==> src/rtl/demux_sixteen_pkg.sv <==
// Shared constants and FSM state type for the sixteen-way write demultiplexer.
package demux_sixteen_pkg;

    localparam int unsigned DEST_COUNT = 16;
    localparam int unsigned CNT_W      = 8;

    typedef enum logic {
        IDLE  = 1'b0,
        WRITE = 1'b1
    } state_t;

endpackage

==> src/rtl/demux_sixteen_dec4to16.sv <==
// Combinational 4-to-16 one-hot decoder producing per-destination write enables.
module dec4to16
    import demux_sixteen_pkg::*;
(
    input  logic [3:0]            sel,
    input  logic                  en,
    output logic [DEST_COUNT-1:0] onehot
);

    always_comb begin
        onehot = '0;
        if (en) begin
            onehot[sel] = 1'b1;
        end
    end

endmodule

==> src/rtl/demux_sixteen.sv <==
// Sixteen-destination registered write demux with a two-state accept/commit handshake.
// Optional macro DEMUX_SIXTEEN_ZERO0_EN pins outa to zero.
module demux_sixteen
    import demux_sixteen_pkg::*;
#(
    parameter int w = 32
) (
    input  logic             clk,
    input  logic             rst_n,
    input  logic [w-1:0]     in,
    input  logic [3:0]       sel,
    input  logic             wr_valid,
    output logic             wr_ready,
    output logic             wr_done,
    output logic [w-1:0]     outa,
    output logic [w-1:0]     outb,
    output logic [w-1:0]     outc,
    output logic [w-1:0]     outd,
    output logic [w-1:0]     oute,
    output logic [w-1:0]     outf,
    output logic [w-1:0]     outg,
    output logic [w-1:0]     outh,
    output logic [w-1:0]     outi,
    output logic [w-1:0]     outj,
    output logic [w-1:0]     outk,
    output logic [w-1:0]     outl,
    output logic [w-1:0]     outm,
    output logic [w-1:0]     outn,
    output logic [w-1:0]     outo,
    output logic [w-1:0]     outp,
    output logic [CNT_W-1:0] wr_cnt
);

`ifdef DEMUX_SIXTEEN_ZERO0_EN
    localparam logic [DEST_COUNT-1:0] WE_MASK = 16'hFFFE;
`else
    localparam logic [DEST_COUNT-1:0] WE_MASK = 16'hFFFF;
`endif

    state_t                state;
    state_t                state_nxt;
    logic                  accept;
    logic                  commit;
    logic [w-1:0]          hold_data;
    logic [3:0]            hold_sel;
    logic [w-1:0]          dest [DEST_COUNT];
    logic [DEST_COUNT-1:0] we_raw;
    logic [DEST_COUNT-1:0] we;

    always_comb begin
        state_nxt = state;
        accept    = 1'b0;
        commit    = 1'b0;
        wr_ready  = 1'b0;
        wr_done   = 1'b0;
        case (state)
            IDLE: begin
                wr_ready = 1'b1;
                if (wr_valid) begin
                    accept    = 1'b1;
                    state_nxt = WRITE;
                end
            end
            WRITE: begin
                wr_done   = 1'b1;
                commit    = 1'b1;
                state_nxt = IDLE;
            end
            default: state_nxt = IDLE;
        endcase
    end

    dec4to16 u_dec (
        .sel    (hold_sel),
        .en     (commit),
        .onehot (we_raw)
    );

    // The count still advances on a masked destination; only the data write is suppressed.
    assign we = we_raw & WE_MASK;

    always_ff @(posedge clk or negedge rst_n) begin
        if (!rst_n) begin
            state     <= IDLE;
            hold_data <= '0;
            hold_sel  <= '0;
            wr_cnt    <= '0;
            for (int unsigned i = 0; i < DEST_COUNT; i++) begin
                dest[i] <= '0;
            end
        end else begin
            state <= state_nxt;
            if (accept) begin
                hold_data <= in;
                hold_sel  <= sel;
            end
            if (commit) begin
                wr_cnt <= wr_cnt + 1'b1;
            end
            for (int unsigned i = 0; i < DEST_COUNT; i++) begin
                if (we[i]) begin
                    dest[i] <= hold_data;
                end
            end
        end
    end

    assign outa = dest[0];
    assign outb = dest[1];
    assign outc = dest[2];
    assign outd = dest[3];
    assign oute = dest[4];
    assign outf = dest[5];
    assign outg = dest[6];
    assign outh = dest[7];
    assign outi = dest[8];
    assign outj = dest[9];
    assign outk = dest[10];
    assign outl = dest[11];
    assign outm = dest[12];
    assign outn = dest[13];
    assign outo = dest[14];
    assign outp = dest[15];

endmodule

==> config.mk <==
export PLATFORM = sky130hd
export DESIGN_NAME = demux_sixteen
export DESIGN_NICKNAME = d
export VERILOG_FILES = /design/src/rtl/demux_sixteen_pkg.sv /design/src/rtl/demux_sixteen_dec4to16.sv /design/src/rtl/demux_sixteen.sv
export SDC_FILE = /design/constraint.sdc
export NUM_CORES = 1
export LEC_CHECK = 0
export BUFFER_PORTS_ARGS = -buffer_cell sky130_fd_sc_hd__buf_2
export CAP_MARGIN = 20
export CORE_MARGIN = 8
export CORE_UTILIZATION = 47
export DETAILED_ROUTE_END_ITERATION = 12
export PLACE_DENSITY = 0.75
export SKIP_LAST_GASP = 1
export SYNTH_ARGS = -nofsm -noshare
export SYNTH_HDL_FRONTEND = slang
export SYNTH_SLANG_ARGS = --single-unit
==> constraint.sdc <==
create_clock -name clk -period 1.75 [get_ports clk]
set_clock_uncertainty 0.15 [all_clocks]
set_input_delay 0.175 -clock clk [delete_from_list [all_inputs] [get_ports clk]]
set_output_delay 0.175 -clock clk [all_outputs]
set_load 0.01 [all_outputs]
Word-level counts from Yosys, hierarchy flattened
Index checks and enable logic that the tools add are counted.

Bits in registers: 557. Bits in latches: 0. Memory bits (writable): 0. ROM bits: 0. Input bits: 39. Logic and storage cells: 33. Memories kept: 0.

Add/subtract/negate cells: 1. Multiply operators: 0. Divide/modulo/power cells: 0. $lt $le $gt $ge: 2. Eq/ne operators: 0. Shift-type cells: 0. Multiplexer cells: 8. Bitwise logic cells: 1. Reductions and logical operators: 1.

Operators by type and width (count): 2-to-1 mux 16 bit (1); adder 8 x 1 -> 8 bit (second input constant) (1); < comparator 4 x 5 -> 1 bit (second input constant) (1); 2-to-1 mux 1 bit (5); demux 1 bit (select 4 bit) (1); >= comparator 4 x 1 -> 1 bit (second input constant) (1); one-hot mux 1 bit (2 select lines) (1); logical AND 1 bit (1); inverter 1 bit (1).

Depth between registers and ports, before layout
Gate-level depths: netlist of the first run.

Depth in word-level cells: 5. Gate-level depth with buffers: 6. Gate-level depth less buffers: 4.

Cells and area by module
A second synthesis of the first run with hierarchy kept.

Cell total of the unflattened synthesis: 1249. Area total of the unflattened synthesis: 20993.9 µm².

Modules (own cells, without submodules): demux_sixteen (times used 1, cells an instance 1226, area an instance 20876.3 µm², sequential area each 13938.4 µm²); dec4to16 (times used 1, cells an instance 23, area an instance 117.6 µm², sequential area each 0.0 µm²).

Worst setup path after synthesis of the first run
No wires, ideal clock.

Path type: register -> register. Start point: reg state. End point: reg dest, in the netlist outm[11]. Arrival time: 1590 ps. Data required time: 1475 ps. Path slack: -115 ps. Stages on the path, launching flop included: 7. Path buffers: 3. Cells stage by stage: dfrtp_1 buf_6 nand3_1 or3_1 clkbuf_2 clkbuf_8 mux2_4.

Longest elaborated chain between the ends: 2.

RTL lines: start, declared (RTL line demux_sixteen.sv:40) `state_t state;`; start signal, assigned (RTL line demux_sixteen.sv:92) `state <= state_nxt;`; 2-to-1 mux 1 bit (RTL line demux_sixteen.sv:56) `case (state)`; 2-to-1 mux 16 bit (RTL line demux_sixteen_dec4to16.sv:12) `if (en) begin`; end signal, assigned by index (RTL line demux_sixteen.sv:102) `dest[i] <= hold_data;`; end, declared (RTL line demux_sixteen.sv:46) `logic [w-1:0] dest [DEST_COUNT];`.

Every way passes these cells. A chain may end at the register's enable or synchronous reset.

Worst setup path in the final report of the first run
Start point: reg state. End point: reg dest, in the netlist outb[3].

The elaborated chain is that of the path after synthesis.

==> results of run 1 <==
==> Yosys cell counts <==
master,instances,area (sq um)
clkbuf_2,2,10.01
or3_1,3,18.77
clkbuf_1,39,146.4
nand4_1,4,25.02
and2b_1,1,7.510
buf_2,39,195.2
nand3_1,1,5.000
buf_6,6,67.56
nor2_1,12,45.04
mux2_4,3,45.04
inv_1,1,3.750
mux2_2,541,6092
nand2b_1,2,12.51
clkbuf_8,1,13.76
nor3b_2,1,12.51
and3_1,2,12.51
nand3b_1,4,30.03
mux2_1,5,56.30
dfrtp_1,557,13940
ha_1,1,12.51
buf_1,4,15.01
nand2_1,4,15.01
xnor2_1,4,35.03
xor2_1,3,26.28
==> placed cells by master, fill, tap and decap left out, types with 4 or more instances in the layout <==
| master | n |
|---|---|
| buf_12 | 48 |
| buf_16 | 4 |
| buf_2 | 558 |
| buf_4 | 25 |
| buf_6 | 12 |
| buf_8 | 8 |
| bufinv_16 | 5 |
| clkbuf_1 | 17 |
| clkbuf_16 | 79 |
| clkbuf_8 | 9 |
| clkinv_2 | 8 |
| dfrtp_1 | 555 |
| dlygate4sd3_1 | 39 |
| mux2_2 | 474 |
| mux2_4 | 74 |
| nand3b_1 | 4 |
| nand4_1 | 4 |
| nor2_4 | 9 |
| xnor2_1 | 4 |
==> registers in the layout (all words and copies together), names as in the netlist, 4 cells and up <==
name and count:
hold_data 32, hold_sel 4, outa 32, outb 32, outc 32, outd 32, oute 32, outf 32
outg 32, outh 32, outi 32, outj 32, outk 32, outl 32, outm 32, outn 32
outo 32, outp 32, wr_cnt 8
==> cells by family after synthesis <==
family        after synthesis  share of synthesized area, %
buf+inv                    92                         2.167
simple gates               34                        0.8824
xor+xnor                    7                        0.2942
mux                       549                         29.72
flops                     557                         66.88
fa+ha+maj                   1                       0.06003
==> where the power goes <==
group | internal, uW | total [uW] | switching, uW
Clock | 7000 | 11900 | 4920
Combinational | 8740 | 17200 | 8440
Sequential | 18600 | 22500 | 3970
Total | 34300 | 51600 | 17300
==> per-stage QoR <==
step           instance area (sq um)  utilization, %  cells
2_1_floorplan                  20960               -   1240
3_3_place_gp                   24810           56.36   2362
3_5_place_dp                   24810           56.36   2362
4_1_cts                        27530           62.54   2522
5_1_grt                        28610           64.99   2558
6_report                       28610           64.99   2558
==> metal layers <==
layer  GRT usage [%]  routed length (microns)
met5               0                        0
met4           11.54                     3532
met3           7.126                     5609
met2           40.32                    34130
met1           29.49                    27210
==> worst max-delay path, stage by stage (launching register included) <==
cell and delay, ns:
dfrtp_1 0.41, buf_4 0.15, nor3b_4 0.15, buf_6 0.11
nand3b_1 0.11, buf_6 0.17, clkbuf_16 0.18, mux2_2 0.33
==> path summary, 6_finish.rpt <==
kind	to	slack, ns	depth (start not counted)
setup / recovery	outb[3]	-0.16	7
hold / removal	hold_data[28]	0.21	3
setup reg to reg	outb[3]	-0.16	7
hold reg to reg	wr_cnt[7]	0.31	1
max in group asynchronous	hold_sel[0]	0.13	4
min in group asynchronous	outo[17]	0.46	3
==> what timing repair did <==
action	CTS	global route
pin swaps	0	6
endpoints found under the setup margin	461	553
gates cloned	8	30
resized for setup	40	108
hold buffers	39	0
hold endpoints to repair	594	0
buffers inserted	15	12
==> area by class of cell <==
type / instances / share of cell area [%]
sequential: 557 / 48.72
timing repair buffer: 717 / 18.43
multi-input combinational: 591 / 23.88
clock buffer: 82 / 5.553
clock inverter: 17 / 0.8089
tap: 592 / 2.589
inverter: 1 / 0.01312
antenna: 1 / 0.008745
==> impl_metrics.py, run 1 <==
metrics = {
    "status": {
        "status": "complete, but fails checks",
        "violations": "negative setup slack",
    },
    "timing": {
        "setup_viol": 467,
        "relSlewSlack_pct": 42.47,
        "hold_violations": 0,
        "maxSlewViolCount": 0,
        "setup_tns_ns": -33.42,
        "finalWorstSetupSlack_ns": -0.1564,
        "fin_hold_ws_ns": 0.2061,
        "post-route-period-util_pct": 108.9,
        "period_needed_ns": 1.906,
        "rsz0062_at_grt": "true",
        "max_freq_mhz": 524.6,
        "worst_slew_pin_slew_ns": 0.8629,
    },
    "critical_path": {
        "cp-startpoint": "state",
        "setup.worst_path.class": "register to register",
        "r2r-start": "state",
        "cp_max_fo": 5,
        "start_kind": "register",
        "end_kind": "register",
        "required_ns": 2.07,
        "cp_data_arrival_time_ns": 2.22,
    },
    "worst_hold_path": {
        "min_from": "in[28]",
        "hold_path_class": "input port to register",
    },
    "cells_and_area": {
        "final-seq-area_sq_mm": 0.01394,
        "num-fill-cells": 3083,
        "drive_gt1_share_pct": 67.74,
        "layout.nets": 1963,
        "multi_input_area_sq_mm": 0.006834,
        "areaGrowthSynthToFinish_pct": 37.30,
    },
    "global_route": {
        "grt_pass1_vias": 14539,
        "antenna_found_initial": 1,
        "track_usage_pct": 24.48,
        "grt_remaining_overflow": 0,
        "grt_pass1_wl_microns": 94170,
        "grt_max_degree": 75,
    },
    "floorplan": {
        "die_y_microns": 226.6,
        "dieArea_sq_mm": 0.05134,
        "row_count": 77,
        "coreArea_sq_mm": 0.04403,
        "start_util_pct": 47.34,
        "ios": 561,
        "dieWidth_microns": 226.6,
    },
    "synth": {
        "synth.distinct_cells": 24,
        "yosys_warnings": 0,
        "ys_ff_latch": 557,
        "syn_area_sq_mm": 0.02084,
        "syn_area_per_cell_sq_um": 16.81,
        "ys_seq_area_share_pct": 66.88,
        "synth_cells": 1240,
        "syn_nets": 1280,
    },
    "placement": {
        "place.gp.congestion": 0.8176,
        "pre_cts_slack_ns": -0.1040,
        "port_buffers": 560,
        "dp_hpwl_microns": 44650,
    },
    "power": {
        "leakage_uw": 0.01429,
        "finalPower_uw": 51610,
        "power_density_mw_per_mm2": 1804,
        "ir_worst_vdd_v": 0.001396,
    },
    "route": {
        "drtPass1Iterations": 5,
        "wl_per_cell_microns": 27.55,
        "drt_iter0_markers": 776,
        "wl_microns": 70480,
        "vias_per_cell": 5.403,
        "ant_nets": 0,
        "vias": 13822,
        "drc": 0,
    },
    "cts": {
        "cts.clk_slew.worst_paths_ns": 0.06,
        "clock_sinks": 557,
        "clk_latency_ns": 0.60,
        "cts.path.max_buffers": 3,
        "h-tree-depth": 2,
        "cts_tree": "done",
        "cts-root-buf": "clkbuf_16",
        "numCtsBuffers": 55,
    },
    "run": {
        "cap_violations": 0,
    },
}
No activity file was read; power rests on OpenSTA's default activity.
==> run 2, diff against run 1 <==
SETUP_SLACK_MARGIN = 0.1   (was not set)
==> run 2 against run 1 <==
The flow still finishes with violations (negative setup slack). Clock-buffer cell count up 7. Wire length up 1.6%. Worst hold slack worse by 0.0045 ns. Die area unchanged. Non-clock buffer count down 11. Largest cell class unchanged.
==> impl_metrics.py, run 2 (synthesis results as in run 1) <==
metrics = {
    "cts": {
        "clock_sinks": 557,
        "cts_tree": "done",
        "numCtsBuffers": 56,
        "cts.clk_slew.worst_paths_ns": 0.06,
        "cts-root-buf": "clkbuf_16",
        "cts.path.max_buffers": 3,
        "h-tree-depth": 2,
        "clk_latency_ns": 0.59,
    },
    "worst_hold_path": {
        "whs_path_depth": 3,
        "hold_end": "hold_data[10]",
        "hold_path_class": "input port to register",
        "min_from": "in[10]",
    },
    "cells_and_area": {
        "drive_gt1_share_pct": 67.93,
        "postLayoutCoreUtil_pct": 65.15,
        "mostFrequentLayoutCell": "buf_2",
        "num-fill-cells": 3066,
        "multi_input_area_sq_mm": 0.007108,
        "final-seq-area_sq_mm": 0.01394,
        "layout.nets": 1953,
        "diodes": 0,
        "areaGrowthSynthToFinish_pct": 37.64,
        "final_cell_mix": "buf_2 (559), dfrtp_1 (552), mux2_2 (402), mux2_4 (146), clkbuf_16 (79)",
    },
    "critical_path": {
        "r2r_cells": 6,
        "r2r_setup_slack_ns": -0.16,
        "start_kind": "register",
        "cp_max_fo": 5,
        "reg2reg_to": "outg[30]",
        "r2r-start": "hold_sel[3]",
        "end_kind": "register",
        "cp_data_arrival_time_ns": 2.23,
        "required_ns": 2.07,
        "setup.worst_path.class": "register to register",
    },
    "floorplan": {
        "coreArea_sq_mm": 0.04403,
        "row_count": 77,
        "dieArea_sq_mm": 0.05134,
        "dieWidth_microns": 226.6,
        "start_util_pct": 47.34,
        "ios": 561,
        "die_y_microns": 226.6,
    },
    "timing": {
        "rsz0062_at_grt": "true",
        "maxSlewViolCount": 0,
        "relSlewSlack_pct": 40.22,
        "period_needed_ns": 1.906,
        "finalWorstSetupSlack_ns": -0.1564,
        "hold_violations": 0,
        "fin_hold_ws_ns": 0.2016,
        "setup_tns_ns": -25.64,
        "post-route-period-util_pct": 108.9,
        "max_freq_mhz": 524.6,
        "worst_slew_pin_slew_ns": 0.8968,
        "setup_viol": 479,
    },
    "placement": {
        "port_buffers": 560,
        "place.gp.congestion": 0.8152,
        "pre_cts_slack_ns": -0.1403,
        "dp_hpwl_microns": 45090,
    },
    "route": {
        "wl_microns": 71620,
        "vias": 13768,
        "wl_per_cell_microns": 28.12,
        "drtPass1Iterations": 5,
        "drt_iter0_markers": 820,
        "ant_nets": 0,
        "drc": 0,
        "vias_per_cell": 5.406,
    },
    "global_route": {
        "grt_pass1_vias": 14475,
        "grt_pass1_wl_microns": 94440,
        "track_usage_pct": 24.60,
        "grt_max_degree": 60,
        "grt_remaining_overflow": 0,
        "antenna_found_initial": 0,
    },
    "power": {
        "power_density_mw_per_mm2": 1817,
        "leakage_uw": 0.01437,
        "finalPower_uw": 52120,
        "ir_worst_vdd_v": 0.001135,
    },
    "status": {
        "status": "complete, but fails checks",
        "violations": "negative setup slack",
    },
    "run": {
        "cap_violations": 0,
    },
}
[run 2: changes by cell type in the layout (fill, tap and decap cells not counted), moves of 3 or more]
cell	before	now
mux2_4	74	146
buf_6	12	8
clkbuf_1	17	12
buf_4	25	22
dfrtp_1	555	552
mux2_2	474	402
bufinv_16	5	0
buf_12	48	44
clkbuf_8	9	20
dfrtp_2	2	5
[run 2: routing by layer]
layer / track usage (%) / vias to the layer above / part of all wire, %
met3: 7.682 / 144 / 7.9
met2: 40.68 / 555 / 49
met1: 29.73 / 7375 / 39
met4: 10.21 / 0 / 3.8
li1: - / 5694 / -
met5: 0 / - / 0
[run 2: area by class of cell]
type	instances	area share [%]
inverters	1	0.01308
clock inverters	11	0.2181
well taps	592	2.582
repair buffers	706	17.71
flip-flops and latches	557	48.61
clock buffers	89	6.089
multi-input cells	591	24.78
[run 2: worst max path at each step]
stage / startpoint / to / slack (ns) / cells after the start
after floorplan: state / oute[7] / -0.09 / 6
after global placement: hold_sel[3] / oute[7] / -0.14 / 4
after detailed placement: hold_sel[3] / oute[7] / -0.14 / 4
after CTS: state / outd[20] / -0.08 / 4
after global routing: hold_sel[3] / outg[7] / -0.20 / 6
final: hold_sel[3] / outg[30] / -0.16 / 6
[run 2: power breakdown]
part | switching, uW | internal (uW)
registers | 4100 | 18600
clock network | 4940 | 6790
logic | 8590 | 9130
[run 2: worst max-delay path, cell delays in order, from the launching register on]
cell      delay [ns]
dfrtp_2         0.44
nand3b_1        0.22
buf_6           0.17
nor2_4          0.17
buf_12          0.16
buf_12          0.15
mux2_4          0.33
[run 2: metrics by stage]
| step | area [sq um] | cells |
|---|---|---|
| after floorplan | 21000 | 1240 |
| after detailed placement | 24870 | 2365 |
| after CTS | 27180 | 2506 |
| after global placement | 24870 | 2365 |
| after global routing | 28690 | 2547 |
| final | 28690 | 2547 |
[run 2: timing repair]
action / in CTS / in global routing
pin swaps: 0 / 4
hold buffers: 39 / 0
resized for setup: 15 / 186
cloned: 2 / 30
buffers inserted: 0 / 11
hold endpoints to repair: 594 / 0
endpoints found under the setup margin: 522 / 550
